File: src/rtl/cdb_broadcaster.sv
// CDB transmit side: per-FU result FIFOs drained by a round-robin arbiter
// onto WAYS registered broadcast slots, packed low (slot 0 first).
module cdb_broadcaster #(
  parameter int WAYS       = 3,
  parameter int NUM_FU     = 6,
  parameter int FIFO_DEPTH = 2,
  parameter int XLEN       = 32,
  parameter int PRF        = 64,
  parameter int ROB        = 16
) (
  input  logic                                     clock,
  input  logic                                     reset,
  input  logic                                     squash,
  input  logic [NUM_FU-1:0]                        fu_valid,
  input  logic [NUM_FU-1:0][XLEN-1:0]              fu_data,
  input  logic [NUM_FU-1:0][$clog2(PRF)-1:0]       fu_prf_idx,
  input  logic [NUM_FU-1:0][$clog2(ROB)-1:0]       fu_rob_idx,
  output logic [NUM_FU-1:0]                        fu_ready,
  output logic [WAYS-1:0]                          CDB_valid,
  output logic [WAYS-1:0][XLEN-1:0]                CDB_Data,
  output logic [WAYS-1:0][$clog2(PRF)-1:0]         CDB_PRF_idx,
  output logic [WAYS-1:0][$clog2(ROB)-1:0]         CDB_rob_idx
);

  localparam int PW = $clog2(PRF);
  localparam int RW = $clog2(ROB);
  localparam int IW = (NUM_FU > 1) ? $clog2(NUM_FU) : 1;
  localparam int AW = $clog2(FIFO_DEPTH);
  localparam int CW = $clog2(FIFO_DEPTH + 1);

  // FIFO storage (data only, never reset) and its control
  logic [XLEN-1:0] mem_data_p0 [NUM_FU][FIFO_DEPTH];
  logic [PW-1:0]   mem_prf_p0  [NUM_FU][FIFO_DEPTH];
  logic [RW-1:0]   mem_rob_p0  [NUM_FU][FIFO_DEPTH];
  logic [AW-1:0]   wr_ptr_p0   [NUM_FU];
  logic [AW-1:0]   rd_ptr_p0   [NUM_FU];
  logic [CW-1:0]   count_p0    [NUM_FU];
  logic [IW-1:0]   rr_ptr_p0;

  logic [NUM_FU-1:0] push;
  logic [NUM_FU-1:0] gnt;
  logic [WAYS-1:0]   slot_vld;
  logic [IW-1:0]     slot_fu   [WAYS];
  logic [XLEN-1:0]   slot_data [WAYS];
  logic [PW-1:0]     slot_prf  [WAYS];
  logic [RW-1:0]     slot_rob  [WAYS];
  logic [IW-1:0]     rr_next;

  // Registered broadcast slots
  logic [WAYS-1:0]           cdb_vld_p1;
  logic [WAYS-1:0][XLEN-1:0] cdb_data_p1;
  logic [WAYS-1:0][PW-1:0]   cdb_prf_p1;
  logic [WAYS-1:0][RW-1:0]   cdb_rob_p1;

  // Ready follows occupancy only (no credit for a same-cycle pop); held low in reset
  always_comb begin
    for (int i = 0; i < NUM_FU; i++) begin
      fu_ready[i] = reset && (count_p0[i] < CW'(FIFO_DEPTH));
      push[i]     = fu_valid[i] && fu_ready[i];
    end
  end

  // Round-robin scan from rr_ptr; the k-th non-empty FIFO found drives slot k
  always_comb begin
    int n;
    int sum;
    logic [IW-1:0] idx;
    gnt      = '0;
    slot_vld = '0;
    rr_next  = rr_ptr_p0;
    n        = 0;
    sum      = 0;
    idx      = '0;
    for (int k = 0; k < WAYS; k++) slot_fu[k] = '0;
    for (int j = 0; j < NUM_FU; j++) begin
      sum = int'(rr_ptr_p0) + j;
      if (sum >= NUM_FU) sum = sum - NUM_FU;
      idx = IW'(sum);
      if ((count_p0[idx] != '0) && (n < WAYS)) begin
        gnt[idx] = 1'b1;
        for (int k = 0; k < WAYS; k++) begin
          if (k == n) begin
            slot_vld[k] = 1'b1;
            slot_fu[k]  = idx;
          end
        end
        rr_next = (sum == NUM_FU - 1) ? '0 : IW'(sum + 1);
        n = n + 1;
      end
    end
  end

  // Head-of-FIFO selection for each granted slot
  always_comb begin
    for (int k = 0; k < WAYS; k++) begin
      slot_data[k] = mem_data_p0[slot_fu[k]][rd_ptr_p0[slot_fu[k]]];
      slot_prf[k]  = mem_prf_p0[slot_fu[k]][rd_ptr_p0[slot_fu[k]]];
      slot_rob[k]  = mem_rob_p0[slot_fu[k]][rd_ptr_p0[slot_fu[k]]];
    end
  end

  // Stage p0: FIFO write port (pointers wrap naturally, depth is a power of 2)
  always_ff @(posedge clock) begin
    for (int i = 0; i < NUM_FU; i++) begin
      if (push[i]) begin
        mem_data_p0[i][wr_ptr_p0[i]] <= fu_data[i];
        mem_prf_p0[i][wr_ptr_p0[i]]  <= fu_prf_idx[i];
        mem_rob_p0[i][wr_ptr_p0[i]]  <= fu_rob_idx[i];
      end
    end
  end

  // Stage p0: FIFO pointers, occupancy and arbitration pointer; squash empties all FIFOs
  always_ff @(posedge clock or negedge reset) begin
    if (!reset) begin
      rr_ptr_p0 <= '0;
      for (int i = 0; i < NUM_FU; i++) begin
        wr_ptr_p0[i] <= '0;
        rd_ptr_p0[i] <= '0;
        count_p0[i]  <= '0;
      end
    end else if (squash) begin
      for (int i = 0; i < NUM_FU; i++) begin
        wr_ptr_p0[i] <= '0;
        rd_ptr_p0[i] <= '0;
        count_p0[i]  <= '0;
      end
    end else begin
      rr_ptr_p0 <= rr_next;
      for (int i = 0; i < NUM_FU; i++) begin
        if (push[i]) wr_ptr_p0[i] <= wr_ptr_p0[i] + 1'b1;
        if (gnt[i])  rd_ptr_p0[i] <= rd_ptr_p0[i] + 1'b1;
        if (push[i] && !gnt[i])      count_p0[i] <= count_p0[i] + 1'b1;
        else if (gnt[i] && !push[i]) count_p0[i] <= count_p0[i] - 1'b1;
      end
    end
  end

  // Stage p1: registered CDB slots, zero when unused or squashed
  always_ff @(posedge clock or negedge reset) begin
    if (!reset) begin
      cdb_vld_p1  <= '0;
      cdb_data_p1 <= '0;
      cdb_prf_p1  <= '0;
      cdb_rob_p1  <= '0;
    end else if (squash) begin
      cdb_vld_p1  <= '0;
      cdb_data_p1 <= '0;
      cdb_prf_p1  <= '0;
      cdb_rob_p1  <= '0;
    end else begin
      cdb_vld_p1 <= slot_vld;
      for (int k = 0; k < WAYS; k++) begin
        cdb_data_p1[k] <= slot_vld[k] ? slot_data[k] : '0;
        cdb_prf_p1[k]  <= slot_vld[k] ? slot_prf[k]  : '0;
        cdb_rob_p1[k]  <= slot_vld[k] ? slot_rob[k]  : '0;
      end
    end
  end

  assign CDB_valid   = cdb_vld_p1;
  assign CDB_Data    = cdb_data_p1;
  assign CDB_PRF_idx = cdb_prf_p1;
  assign CDB_rob_idx = cdb_rob_p1;

endmodule
File: config.mk
export PLATFORM = sky130hd
export DESIGN_NAME = cdb_broadcaster
export DESIGN_NICKNAME = d
export VERILOG_FILES = /design/src/rtl/cdb_broadcaster.sv
export SDC_FILE = /design/constraint.sdc
export NUM_CORES = 2
export LEC_CHECK = 0
export ABC_AREA = 1
export CORE_ASPECT_RATIO = 0.6
export CORE_MARGIN = 10
export CORE_UTILIZATION = 45
export CTS_BUF_LIST = sky130_fd_sc_hd__clkbuf_8
export CTS_CLUSTER_DIAMETER = 30
export DETAILED_ROUTE_END_ITERATION = 8
export GPL_ROUTABILITY_DRIVEN = 1
export PLACE_DENSITY = 0.65
export SLEW_MARGIN = 25
export SYNTH_ARGS = -nofsm -noshare
export SYNTH_HDL_FRONTEND = slang
export SYNTH_SLANG_ARGS = --single-unit
File: constraint.sdc
create_clock -name clock -period 7.2 [get_ports clock]
set_input_delay 2.16 -clock clock [delete_from_list [all_inputs] [get_ports clock]]
set_output_delay 2.16 -clock clock [all_outputs]
set_load 0.1 [all_outputs]
==> results by group <==
STA
  • Pins Over Slew Limit: 0
  • Final hold vios: 0
  • Measured slew at the worst slew-check pin: 1.12 ns
  • Slew Limit Headroom: 24.9%
  • Crit path time final: 6.84 ns
  • Fmax: 146 MHz
  • Setup TNS after final layout: 0 ns
  • RSZ-0062 raised after global routing: false
  • Final worst path period share: 94.9%
  • Final setup vio count: 0
  • Clock Skew: 0.0804 ns

Clock network
  • Clk buf depth: 3
  • Root Buffer: clkbuf_8
  • H-tree depth: 3
  • Clock sink total: 660
  • Clk_lat worst skew: 0.87 ns
  • CTS tree: yes
  • Num CTS Buffers: 118
  • Clk slew on worst S/H paths: 0.06 ns

Yosys
  • Top-area cell type share of the netlist area: 37.9%
  • Post-synth EDFFs: 504
  • Commonest cells in the netlist: nand2_1 (2,283), nand3_1 (903), edfxtp_1 (504)
  • Synth Register Bits: 660
  • Area contributors post-synth: edfxtp_1 (38%), nand2_1 (21%), nand3_1 (11%), dfrtp_1 (9.8%), nor2_1 (2.9%)
  • Netlist cell types: 56
  • Post-synth top area cell: edfxtp_1
  • Cell Area, Synth: 0.0399 mm2
  • Synth warnings: 0
  • Avg Cell Area, Syn: 7.50 um2
  • Synth Instances: 5,319
  • Primary FF master, synth: edfxtp_1
  • Register area share after synthesis: 47.7%
  • Most common cell in the synthesized netlist: nand2_1
  • Async set-reset flop share out of synthesis: 23.6%

Worst hold path
  • Hold crit path type: reg -> reg

Critical path
  • Crit Path Max Fanout: 22
  • Slowest stage delay, CP: 0.47 ns
  • Crit. End Element: flip-flop
  • Critical-path top delay cell: dfrtp_1
  • CP Data Required Time: 7.89 ns
  • Critical path type: reg -> reg
  • Critical path startpoint category: flip-flop
  • CP arrival: 7.53 ns

Floorplanning
  • # IOs: 396
  • Die area: 0.101 mm2
  • Die Span Y: 251 um
  • X dimension of the die: 404 um
  • Area of the core: 0.0878 mm2
  • Initial Util: 45.5%
  • Row cnt: 84

Finish
  • Final Net Count: 5,967
  • Fin area: 0.0488 mm2
  • Layout area overhead: 22.2%
  • Layout fillers: 8,083
  • Share of layout cells above drive strength 1: 8.95%

Flow run
  • Max-cap violations: 0

Routing
  • Routed len/inst: 29.0 um
  • Via count: 41,828
  • # DRC: 0
  • Vias per cell: 6.03
  • DRT iter0 DRCs: 7,384
  • Antenna Nets Post-Route: 0
  • Drt pass-1 iters: 7
  • Total Routed Length: 201 mm

Outcome
  • Status: finished, final reports clean

Placed design
  • Port bufs: 395
  • Placed inst area: 0.0453 mm2
  • Gp weighted congestion: 1.02
  • HPWL after DPL: 132 mm

Global route
  • Vias in the first global route: 36,163
  • Initial antenna violation count: 28
  • Grt total ovfl: 0
  • First-pass GRT wire length: 271 mm
  • Gr usage total: 36.4%
  • Maximum number of pins on one net before global-route repair: 129
-- critical path, delay by kind of cell, from the launching register on --
kind	cells	cell delay (ns)
AO/OA/AOI/OAI	3	0.32
adder cells (fa/ha/maj)	7	1.46
buffers and inverters	10	1.35
flip-flops	1	0.47
AND/OR/NAND/NOR	23	3.08
-- state kept, by name, summed over array words and instances (netlist names) --
name         count
mem_prf_p0      72
CDB_rob_idx     12
CDB_Data        96
rr_ptr_p0        3
mem_rob_p0      48
CDB_PRF_idx     18
mem_data_p0    384
rd_ptr_p0        6
CDB_valid        3
count_p0        12
wr_ptr_p0        6
-- layer usage --
metal	track usage [%]	vias up	share of wire (%)
li1	-	18160	-
met1	56.3	19374	42
met2	44.2	3816	36
met3	16.5	462	19
met4	8.95	16	2.8
met5	0	-	0.071
-- cells in the final DEF (no fill, tap or decap), types with 8 or more instances in the layout --
cell type           n
buf_6               9
nand2_1          2270
dfrtp_1           155
clkinvlp_4         12
o211ai_1          131
buf_16             14
clkdlybuf4s50_1   384
buf_4             115
buf_12             33
nand2_2            28
ha_1               44
clkinv_4            8
o21ai_0           162
a21oi_1            24
inv_2              21
clkbuf_8          138
nor2_4             16
inv_1             312
clkinv_1            8
nand3_1           897
o21ai_1            12
diode_2            12
nand2_4            18
nor2_1            289
nand3_2            10
edfxtp_1          504
clkinv_2           15
clkbuf_16          14
-- final timing paths --
kind	start	slack [ns]	cells past startpoint	endpoint
worst max-delay path	rr_ptr_p0[1]	0.36	43	CDB_Data[31]
worst min-delay path	count_p0[10]	0.50	2	count_p0[10]
worst max register to register	rr_ptr_p0[1]	0.36	43	CDB_Data[31]
worst min register to register	count_p0[10]	0.50	2	count_p0[10]
max in group asynchronous	reset	4.21	3	CDB_Data[79]
min in group asynchronous	reset	1.48	2	CDB_rob_idx[10]
-- logic make-up after synthesis --
logic type | share of synthesized area, %
simple gates | 37.1
flops | 47.7
compound gates | 5.82
fa+ha+maj | 1.48
other cells | 0.00940
xor+xnor | 0.238
buf+inv | 7.61
-- per-stage QoR --
step                      setup slack (ns)  utilization (%)  hold slack, ns  instances
after global placement               0.122             51.6           0.482       6659
after global routing               0.00272             55.6           0.547       6935
final                                0.364             55.6           0.498       6937
after floorplan                      0.579                -           0.464       5320
after CTS                            0.134             54.5           0.504       6884
after detailed placement             0.109             51.6           0.491       6660
-- what timing repair did --
| action | CTS | global route |
|---|---|---|
| endpoints found under the setup margin | 0 | 123 |
| endpoints found under the hold margin | 0 | 0 |
| resized for setup | 0 | 61 |
| buffers inserted | 0 | 25 |
| hold buffers | 0 | 0 |
-- area by class of cell --
type                    instances  area, um2  area share [%]
clock buffers                 138       1900            3.90
repair buffers                575       6260            12.8
diodes                         12       30.0          0.0616
clock inverters                86        677            1.39
multi-input cells            3993      18200            37.3
well taps                    1161       1450            2.98
inverters                     312       1180            2.43
flip-flops and latches        660      19000            39.0
Power is left out: the tool's default activity adds up to more than one toggle a clock period on the data nets, which glitch-free logic cannot reach.
